$ cat config.mk
export PLATFORM = sky130hd
export DESIGN_NAME = control_fsm_flat
export DESIGN_NICKNAME = d
export VERILOG_FILES = /design/src/rtl/control_fsm_pkg.sv /design/src/rtl/control_fsm_if.sv /design/src/rtl/control_fsm_instr_class_decoder.sv /design/src/rtl/control_fsm.sv /design/src/flat_wrapper.sv
export SDC_FILE = /design/constraint.sdc
export NUM_CORES = 1
export LEC_CHECK = 0
export ABC_AREA = 1
export CAP_MARGIN = 20
export CORE_MARGIN = 5
export CORE_UTILIZATION = 43
export CTS_BUF_LIST = sky130_fd_sc_hd__clkbuf_16
export DETAILED_ROUTE_END_ITERATION = 12
export GPL_TIMING_DRIVEN = 0
export PLACE_DENSITY = 0.81
export SYNTH_ARGS = -nofsm -noshare
export SYNTH_HDL_FRONTEND = slang
export SYNTH_SLANG_ARGS = --single-unit
$ cat constraint.sdc
create_clock -name i_clk -period 1.6 [get_ports i_clk]
set_input_delay 0.48 -clock i_clk [delete_from_list [all_inputs] [get_ports i_clk]]
set_output_delay 0.48 -clock i_clk [all_outputs]
set_load 0.03 [all_outputs]
$ cat src/rtl/control_fsm_pkg.sv
// Shared encodings for the RV64I multicycle core: FSM states, opcodes, ALU-op classes
// and datapath select codes, reused by the control FSM, datapath and ALU decoder.
package control_fsm_pkg;

   typedef enum logic [4:0] {
      S_IDLE     = 5'd0,
      S_FETCH    = 5'd1,
      S_DECODE   = 5'd2,
      S_MEMADDR  = 5'd3,
      S_MEMREAD  = 5'd4,
      S_MEMWB    = 5'd5,
      S_MEMWRITE = 5'd6,
      S_EXEC_R   = 5'd7,
      S_EXEC_I   = 5'd8,
      S_EXEC_RW  = 5'd9,
      S_EXEC_IW  = 5'd10,
      S_ALUWB    = 5'd11,
      S_BRANCH   = 5'd12,
      S_JAL      = 5'd13,
      S_JALR     = 5'd14,
      S_JALR_WB  = 5'd15,
      S_LUI      = 5'd16,
      S_AUIPC    = 5'd17
   } t_state;

   localparam logic [6:0] OP_LOAD      = 7'b0000011;
   localparam logic [6:0] OP_STORE     = 7'b0100011;
   localparam logic [6:0] OP_OP        = 7'b0110011;
   localparam logic [6:0] OP_OP_IMM    = 7'b0010011;
   localparam logic [6:0] OP_OP_32     = 7'b0111011;
   localparam logic [6:0] OP_OP_IMM_32 = 7'b0011011;
   localparam logic [6:0] OP_BRANCH    = 7'b1100011;
   localparam logic [6:0] OP_JAL       = 7'b1101111;
   localparam logic [6:0] OP_JALR      = 7'b1100111;
   localparam logic [6:0] OP_LUI       = 7'b0110111;
   localparam logic [6:0] OP_AUIPC     = 7'b0010111;

   localparam logic [2:0] ALU_ADD = 3'b000;
   localparam logic [2:0] ALU_SUB = 3'b001;
   localparam logic [2:0] ALU_IR  = 3'b010;
   localparam logic [2:0] ALU_IRW = 3'b011;

   localparam logic [1:0] SRC_A_PC     = 2'b00;
   localparam logic [1:0] SRC_A_OLD_PC = 2'b01;
   localparam logic [1:0] SRC_A_RS1    = 2'b10;

   localparam logic [1:0] SRC_B_RS2  = 2'b00;
   localparam logic [1:0] SRC_B_IMM  = 2'b01;
   localparam logic [1:0] SRC_B_FOUR = 2'b10;

   localparam logic [1:0] RES_ALUOUT = 2'b00;
   localparam logic [1:0] RES_MEM    = 2'b01;
   localparam logic [1:0] RES_ALU    = 2'b10;
   localparam logic [1:0] RES_IMM    = 2'b11;

   typedef struct packed {
      logic       mem_req;
      logic       mem_write_en;
      logic       ir_write_en;
      logic       pc_update;
      logic       branch;
      logic       reg_write_en;
      logic [2:0] alu_op;
      logic [1:0] alu_src_a;
      logic [1:0] alu_src_b;
      logic [1:0] result_src;
      logic       illegal_instr;
   } ctrl_t;

   // Control word with only the ALU operand selects and op set; everything else idle.
   function automatic ctrl_t alu_ctrl(input logic [1:0] src_a, input logic [1:0] src_b,
                                      input logic [2:0] op);
      ctrl_t c;
      c           = '0;
      c.alu_src_a = src_a;
      c.alu_src_b = src_b;
      c.alu_op    = op;
      return c;
   endfunction

   // func3 010/011 have no branch meaning in RV64I.
   function automatic logic is_illegal_branch(input logic [2:0] func3);
      return (func3 == 3'b010) || (func3 == 3'b011);
   endfunction

endpackage

$ cat src/rtl/control_fsm_if.sv
// Control bundle between the multicycle FSM (master) and the datapath/memory side (slave).
interface control_fsm_if;
   logic [6:0] i_op;
   logic [2:0] i_func3;
   logic       i_mem_done;
   logic       o_mem_req;
   logic       o_mem_write_en;
   logic       o_ir_write_en;
   logic       o_pc_update;
   logic       o_branch;
   logic       o_reg_write_en;
   logic [2:0] o_alu_op;
   logic [1:0] o_alu_src_a;
   logic [1:0] o_alu_src_b;
   logic [1:0] o_result_src;
   logic       o_illegal_instr;

   modport master (
      input  i_op, i_func3, i_mem_done,
      output o_mem_req, o_mem_write_en, o_ir_write_en, o_pc_update, o_branch,
             o_reg_write_en, o_alu_op, o_alu_src_a, o_alu_src_b, o_result_src,
             o_illegal_instr
   );

   modport slave (
      output i_op, i_func3, i_mem_done,
      input  o_mem_req, o_mem_write_en, o_ir_write_en, o_pc_update, o_branch,
             o_reg_write_en, o_alu_op, o_alu_src_a, o_alu_src_b, o_result_src,
             o_illegal_instr
   );
endinterface

$ cat src/rtl/control_fsm_instr_class_decoder.sv
// Combinational opcode/func3 classifier: picks the state that follows DECODE and flags
// unsupported encodings (which send the FSM back to FETCH).
module instr_class_decoder
   import control_fsm_pkg::*;
(
   input  logic [6:0] op,
   input  logic [2:0] func3,
   output t_state     next_state,
   output logic       illegal
);

   // NOTE: every output gets a default before the case so no path leaves it unassigned,
   // which would otherwise infer a latch.
   always_comb begin
      next_state = S_FETCH;
      illegal    = 1'b0;
      case (op)
         OP_LOAD, OP_STORE: next_state = S_MEMADDR;
         OP_OP:             next_state = S_EXEC_R;
         OP_OP_IMM:         next_state = S_EXEC_I;
         OP_OP_32:          next_state = S_EXEC_RW;
         OP_OP_IMM_32:      next_state = S_EXEC_IW;
         OP_JAL:            next_state = S_JAL;
         OP_JALR:           next_state = S_JALR;
         OP_LUI:            next_state = S_LUI;
         OP_AUIPC:          next_state = S_AUIPC;
         OP_BRANCH: begin
            if (is_illegal_branch(func3)) illegal    = 1'b1;
            else                          next_state = S_BRANCH;
         end
         default:           illegal    = 1'b1;
      endcase
   end

endmodule

$ cat src/rtl/control_fsm.sv
// Main multicycle control FSM of the RV64I core: sequences fetch/decode/execute/memory/
// writeback over the shared single-ALU datapath and handshakes with the memory interface.
module control_fsm
   import control_fsm_pkg::*;
(
   input  logic          i_clk,
   input  logic          i_arstn,
   control_fsm_if.master bus
);

   t_state state_q;
   t_state state_d;
   t_state dec_next;
   logic   dec_illegal;
   ctrl_t  ctrl;

   instr_class_decoder u_decoder (
      .op         (bus.i_op),
      .func3      (bus.i_func3),
      .next_state (dec_next),
      .illegal    (dec_illegal)
   );

   // NOTE: state registers use non-blocking assignments so every flop samples the
   // pre-edge value, independent of process evaluation order.
   always_ff @(posedge i_clk or negedge i_arstn) begin
      if (!i_arstn) state_q <= S_IDLE;
      else          state_q <= state_d;
   end

   always_comb begin
      state_d = state_q;
      ctrl    = '0;
      case (state_q)
         S_IDLE: state_d = S_FETCH;

         S_FETCH: begin
            ctrl            = alu_ctrl(SRC_A_PC, SRC_B_FOUR, ALU_ADD);
            ctrl.mem_req    = 1'b1;
            ctrl.result_src = RES_ALU;
            // IR/PC capture only in the cycle the fetched word is actually present.
            if (bus.i_mem_done) begin
               ctrl.ir_write_en = 1'b1;
               ctrl.pc_update   = 1'b1;
               state_d          = S_DECODE;
            end
         end

         S_DECODE: begin
            ctrl               = alu_ctrl(SRC_A_OLD_PC, SRC_B_IMM, ALU_ADD);
            ctrl.illegal_instr = dec_illegal;
            state_d            = dec_next;
         end

         S_MEMADDR: begin
            ctrl    = alu_ctrl(SRC_A_RS1, SRC_B_IMM, ALU_ADD);
            state_d = (bus.i_op == OP_STORE) ? S_MEMWRITE : S_MEMREAD;
         end

         S_MEMREAD: begin
            ctrl.mem_req    = 1'b1;
            ctrl.result_src = RES_ALUOUT;
            if (bus.i_mem_done) state_d = S_MEMWB;
         end

         S_MEMWB: begin
            ctrl.result_src   = RES_MEM;
            ctrl.reg_write_en = 1'b1;
            state_d           = S_FETCH;
         end

         S_MEMWRITE: begin
            ctrl.mem_req      = 1'b1;
            ctrl.mem_write_en = 1'b1;
            ctrl.result_src   = RES_ALUOUT;
            if (bus.i_mem_done) state_d = S_FETCH;
         end

         S_EXEC_R: begin
            ctrl    = alu_ctrl(SRC_A_RS1, SRC_B_RS2, ALU_IR);
            state_d = S_ALUWB;
         end

         S_EXEC_I: begin
            ctrl    = alu_ctrl(SRC_A_RS1, SRC_B_IMM, ALU_IR);
            state_d = S_ALUWB;
         end

         S_EXEC_RW: begin
            ctrl    = alu_ctrl(SRC_A_RS1, SRC_B_RS2, ALU_IRW);
            state_d = S_ALUWB;
         end

         S_EXEC_IW: begin
            ctrl    = alu_ctrl(SRC_A_RS1, SRC_B_IMM, ALU_IRW);
            state_d = S_ALUWB;
         end

         S_AUIPC: begin
            ctrl    = alu_ctrl(SRC_A_OLD_PC, SRC_B_IMM, ALU_ADD);
            state_d = S_ALUWB;
         end

         S_ALUWB: begin
            ctrl.result_src   = RES_ALUOUT;
            ctrl.reg_write_en = 1'b1;
            state_d           = S_FETCH;
         end

         S_BRANCH: begin
            ctrl            = alu_ctrl(SRC_A_RS1, SRC_B_RS2, ALU_SUB);
            ctrl.result_src = RES_ALUOUT;
            ctrl.branch     = 1'b1;
            state_d         = S_FETCH;
         end

         // Jump target (computed in DECODE) sits in ALUOUT; ALU forms the link value.
         S_JAL: begin
            ctrl            = alu_ctrl(SRC_A_OLD_PC, SRC_B_FOUR, ALU_ADD);
            ctrl.result_src = RES_ALUOUT;
            ctrl.pc_update  = 1'b1;
            state_d         = S_ALUWB;
         end

         S_JALR: begin
            ctrl            = alu_ctrl(SRC_A_RS1, SRC_B_IMM, ALU_ADD);
            ctrl.result_src = RES_ALU;
            ctrl.pc_update  = 1'b1;
            state_d         = S_JALR_WB;
         end

         S_JALR_WB: begin
            ctrl              = alu_ctrl(SRC_A_OLD_PC, SRC_B_FOUR, ALU_ADD);
            ctrl.result_src   = RES_ALU;
            ctrl.reg_write_en = 1'b1;
            state_d           = S_FETCH;
         end

         S_LUI: begin
            ctrl.result_src   = RES_IMM;
            ctrl.reg_write_en = 1'b1;
            state_d           = S_FETCH;
         end

         default: begin
            ctrl    = '0;
            state_d = S_IDLE;
         end
      endcase
   end

   assign bus.o_mem_req       = ctrl.mem_req;
   assign bus.o_mem_write_en  = ctrl.mem_write_en;
   assign bus.o_ir_write_en   = ctrl.ir_write_en;
   assign bus.o_pc_update     = ctrl.pc_update;
   assign bus.o_branch        = ctrl.branch;
   assign bus.o_reg_write_en  = ctrl.reg_write_en;
   assign bus.o_alu_op        = ctrl.alu_op;
   assign bus.o_alu_src_a     = ctrl.alu_src_a;
   assign bus.o_alu_src_b     = ctrl.alu_src_b;
   assign bus.o_result_src    = ctrl.result_src;
   assign bus.o_illegal_instr = ctrl.illegal_instr;

endmodule
$ cat src/flat_wrapper.sv
// flat-port wrapper written by rule: the top's interface ports become plain ports
module control_fsm_flat import control_fsm_pkg::*;
  (i_clk, i_arstn, bus_i_op, bus_i_func3, bus_i_mem_done, bus_o_mem_req, bus_o_mem_write_en, bus_o_ir_write_en, bus_o_pc_update, bus_o_branch, bus_o_reg_write_en, bus_o_alu_op, bus_o_alu_src_a, bus_o_alu_src_b, bus_o_result_src, bus_o_illegal_instr);
  control_fsm_if bus_i ();
  input  logic i_clk;
  input  logic i_arstn;
  input wire logic [$bits(bus_i.i_op)-1:0] bus_i_op;
  input wire logic [$bits(bus_i.i_func3)-1:0] bus_i_func3;
  input wire logic [$bits(bus_i.i_mem_done)-1:0] bus_i_mem_done;
  output wire logic [$bits(bus_i.o_mem_req)-1:0] bus_o_mem_req;
  output wire logic [$bits(bus_i.o_mem_write_en)-1:0] bus_o_mem_write_en;
  output wire logic [$bits(bus_i.o_ir_write_en)-1:0] bus_o_ir_write_en;
  output wire logic [$bits(bus_i.o_pc_update)-1:0] bus_o_pc_update;
  output wire logic [$bits(bus_i.o_branch)-1:0] bus_o_branch;
  output wire logic [$bits(bus_i.o_reg_write_en)-1:0] bus_o_reg_write_en;
  output wire logic [$bits(bus_i.o_alu_op)-1:0] bus_o_alu_op;
  output wire logic [$bits(bus_i.o_alu_src_a)-1:0] bus_o_alu_src_a;
  output wire logic [$bits(bus_i.o_alu_src_b)-1:0] bus_o_alu_src_b;
  output wire logic [$bits(bus_i.o_result_src)-1:0] bus_o_result_src;
  output wire logic [$bits(bus_i.o_illegal_instr)-1:0] bus_o_illegal_instr;
  assign bus_i.i_op = bus_i_op;
  assign bus_i.i_func3 = bus_i_func3;
  assign bus_i.i_mem_done = bus_i_mem_done;
  assign bus_o_mem_req = bus_i.o_mem_req;
  assign bus_o_mem_write_en = bus_i.o_mem_write_en;
  assign bus_o_ir_write_en = bus_i.o_ir_write_en;
  assign bus_o_pc_update = bus_i.o_pc_update;
  assign bus_o_branch = bus_i.o_branch;
  assign bus_o_reg_write_en = bus_i.o_reg_write_en;
  assign bus_o_alu_op = bus_i.o_alu_op;
  assign bus_o_alu_src_a = bus_i.o_alu_src_a;
  assign bus_o_alu_src_b = bus_i.o_alu_src_b;
  assign bus_o_result_src = bus_i.o_result_src;
  assign bus_o_illegal_instr = bus_i.o_illegal_instr;
  control_fsm u_core (.i_clk(i_clk), .i_arstn(i_arstn), .bus(bus_i));
endmodule
==> run summary, run 1 <==
Flop and latch count out of synthesis = 5
IO buf count = 26
Clock Tree Buf Depth = 2
# rows = 15
CTS Root Cell = clkbuf_16
Worst endpoint type = output port
Mux contribution to synthesized area = 0%
Synth Warn # = 0
Compound-Gate Fraction of Synth Area = 8.539%
Pre-CTS WS = -1.452 ns
CTS Sinks = 5
Seq/Total Area, Yosys = 16.42%
Mapped Nets = 160
Synthesized area = 762.0 µm²
Number of buffers created by CTS = 3
Last step reached = global routing
Synth Area in XOR/XNOR = 0%
Status = did not finish
Synth Area in Simple Gates = 62.23%
Largest family of logic cells by synthesized area = simple AND/OR/NAND/NOR gates
Largest net degree at the start of global routing = 7
Ports = 29
Yosys cell types = 22
Err = [ERROR DPL-0038] Utilization greater than 100%, impossible to legalize
GP Congestion = 0.9169
Syn_area_per_cell = 5.184 µm²
Worst_ep grt = bus_o_pc_update
Gate Count Post-Synth = 147
Die X = 52.10 µm
HPWL after DPL = 2074 µm
Initial Utilization = 44.62%
Die H = 52.10 µm
H-tree depth = 1
Post-Synth Adder-Cell Area = 0%
## repair_timing
| action | CTS |
|---|---|
| endpoints found under the setup margin | 19 |
| setup buffers | 32 |
| hold buffers | 0 |
| pin swaps | 23 |
| resized for setup | 152 |
## stage by stage
step / instance area (µm²) / utilization (%) / cells
after CTS: 1627 / 95.24 / 234
after detailed placement: 1210 / 70.84 / 198
after floorplan: 918.4 / - / 147
after global placement: 1210 / 70.84 / 198
## logic make-up after synthesis
logic type | Yosys count
other | 1
AND/OR/NAND/NOR | 106
flip-flops | 5
buffers and inverters | 24
AO/OA/AOI/OAI | 11
## cell usage after synthesis
library cell  number  share of area (%)
o221ai_1           1                1.1
and2_1             1               0.82
buf_4              1               0.99
o211ai_1           2                2.0
inv_2              6                3.0
nand2_2            3                2.5
nor2_4             2                3.0
nor3_1             7                4.6
inv_1             17                8.4
o21ai_0            5                3.3
nor2_1            27                 13
nor2_2             5                4.1
a31oi_1            1               0.82
conb_1             1               0.49
nand4_1            3                2.5
and3_1             1               0.82
a21oi_1            2                1.3
nand3_2            1                1.3
nand2_1           46                 23
or2_2              1               0.82
nand3_1            9                5.9
dfrtp_1            5                 16
==> run 2: changes to the inputs <==
CORE_AREA = 5 5 66 68   (was unset)
CORE_MARGIN = unset   (was 5)
CORE_UTILIZATION = unset   (was 43)
CTS_BUF_LIST = unset   (was sky130_fd_sc_hd__clkbuf_16)
DIE_AREA = 0 0 71 73   (was unset)
PLACE_DENSITY = unset   (was 0.81)
PLACE_DENSITY_LB_ADDON = 0.15   (was unset)
==> run 2 against run 1 <==
Net effect:
- the flow now finishes, with violations (setup timing)
- synthesized cell count unchanged
- area after synthesis is the same
==> run summary, run 2 <==
Commonest non-fill, non-tap cells in the layout = 33 x nand2_1, 27 x buf_4, 18 x buf_6
Switching Fraction = 51.56%
Final Power = 2.597 mW
Failing checks = setup timing
Post-synth top cells = 46 x nand2_1, 27 x nor2_1, 17 x inv_1
First-pass GRT wire length = 4733 µm
Endpoints failing setup = 15
Seq/Total Area, Yosys = 16.42% (unchanged)
Residual DRC = 0
Fraction of layout cells with a size suffix above 1 = 59.71%
Total global-route track usage = 10.96%
Clock network power share = 8.7%
First-pass detailed-route iteration total = 4
Max frequency = 511.5 MHz
1st-iter DRT viols = 48
Die H = 73 µm (+40%)
Maximum VDD drop = 0.0004186 V
Largest registers = u_core.state_q (5)
PwrDens = 1556 nW/µm²
CP startpoint kind = flop
Final Hold Vio Count = 0
Total gr overflow = 0
P_int = 1.258 mW
Largest net degree at the start of global routing = 7
Clock Tree Buf Depth = 2 (unchanged)
Die ar. = 5183 µm²
Fraction of registers with async set/reset = 100.0% (unchanged)
Via count = 1,141
WS Path Type = reg -> out
Vias per inst = 4.457
GP Congestion = 0.9306 (+1.5%)
Gate Count Post-Synth = 147 (unchanged)
Final ANT Viol Nets = 0
Clk pin slew, worst setup/hold paths = 0.03 ns
RSZ-0062 raised after global routing = yes
Main synth FF type = dfrtp_1
Most common cell in the netlist = nand2_1
Flop pwr share = 10.7%
Most common cell after layout, fill and taps aside = nand2_1
Area leader, netlist = nand2_1
Mapped Nets = 160 (unchanged)
HPWL after DPL = 2096 µm (+1.1%)
Yosys cell types = 22 (unchanged)
Number of global-route vias before repair = 1,160
Number of buffers created by CTS = 3 (unchanged)
Core area = 3799 µm²
# rows = 23 (+8)
Final Critical Period = 1.955 ns
Comb pwr share = 80.6%
Setup Skew = 0.001195 ns
Max cap viols = 0
Dominant cells by area after synthesis = nand2_1 23%, dfrtp_1 16%, nor2_1 13%
Final worst slack = -0.3552 ns
Pre-CTS WS = -1.391 ns (+0.06181 ns)
Crit path max fanout = 5
Final worst-path cycle share = 122.2%
Area growth, synth to finish = 119.0%
Slew Limit Fails = 0
Initial Utilization = 20.06% (-25 points)
Leak Pwr = 0.8029 nW
CTS Hold Bufs = 0 (unchanged)
Hold_ws = 0.4783 ns
Clock latency at the later pin of the worst-skew pair = 0.22 ns
Ports = 29 (unchanged)
Reg2reg setup slack = 0.04 ns
Status = finished with violations
CTS Sinks = 5 (unchanged)
Drt wl/cell = 11.39 µm
Flop and latch count out of synthesis = 5 (unchanged)
Largest register FFs = 5
EDFF count, synth = 0 (unchanged)
CTS tree = built
H-tree depth = 1 (unchanged)
WP data required = 1.12 ns
P_sw = 1.339 mW
Routed wire length = 2917 µm
CP endpoint kind = output pin
CTS Root Cell = clkbuf_8
Final net count = 220
Die X = 71 µm (+36%)
Synth Warn # = 0 (unchanged)
Min-Delay Path Class = in -> async
Synthesized area = 762.0 µm² (unchanged)
# diodes = 0
Critical Path AT = 1.48 ns
IO buf count = 26 (unchanged)
Initial antenna violation count = 0
Area share of the largest cell type after synthesis = 22.66% (unchanged)
Syn_area_per_cell = 5.184 µm² (unchanged)
Top reg by flops = u_core.state_q
==> run 2: cell counts after synthesis <==
No cell type changed its count.
==> run 2: cells by family after synthesis <==
| logic type | count (synthesis) | share of synthesized area, % |
|---|---|---|
| other | 1 | 0.4921 |
| buffers and inverters | 24 | 12.32 |
| DFF | 5 | 16.42 |
| and+or+nand+nor | 106 | 62.24 |
| AOI/OAI and AO/OA | 11 | 8.538 |
==> run 2: power by group through the flow <==
stage	registers [mW]	logic (mW)	clock network, mW
2_1_floorplan	0.240	1.03	0
3_3_place_gp	0.257	1.47	0
3_5_place_dp	0.257	1.48	0
4_1_cts	0.260	1.81	0.231
5_1_grt	0.283	2.25	0.238
6_report	0.278	2.09	0.227
==> run 2: area by class of cell <==
class                      count  area [µm²]
sequential                     5       131.4
clock buffer                   4       45.04
timing repair buffer          55       486.7
tap                           50       62.56
fill                         404        2130
buffer                         1       7.507
inverter                      23       103.9
multi-input combinational    118       832.0
==> run 2: repair_timing <==
item / CTS / global route
pin swaps: 25 / 14
endpoints found under the setup margin: 19 / 18
setup buffers: 23 / 9
gates resized for setup: 153 / 24
==> run 2: path summary, 6_finish.rpt <==
kind,startpoint,cells past startpoint,end
setup / recovery,u_core.state_q[3],6,bus_o_illegal_instr
hold / removal,i_arstn,1,u_core.state_q[0]
setup reg to reg,u_core.state_q[3],11,u_core.state_q[0]
hold reg to reg,u_core.state_q[1],4,u_core.state_q[1]
max in group asynchronous,i_arstn,1,u_core.state_q[1]
min in group i_clk,bus_i_op[3],4,u_core.state_q[4]
==> run 2: critical path, stage by stage (launching register included) <==
cell,delay (ns)
dfrtp_2,0.45
nor2_4,0.18
nand2_4,0.09
nor2_4,0.14
nand2_2,0.08
nor3_4,0.16
buf_6,0.15
==> run 2: through the flow <==
step	cell area, µm²	TNS (ns)	utilization [%]	cells
final	1669	-4.121	43.94	256
after global routing	1669	-5.168	43.94	256
after CTS	1520	-4.015	40.02	248
after detailed placement	1241	-12.36	32.67	223
after global placement	1241	-12.29	32.67	223
after floorplan	918.4	-0.5911	-	147
==> run 2: layer usage <==
metal	wire length, µm	GRT usage [%]	vias to the layer above
met5	0	0	-
met1	1040	11.15	520
li1	-	-	585
met3	84	0.8264	10
met2	1701	22.86	26
met4	90	3.967	0
No activity file was read; power rests on OpenSTA's default activity.
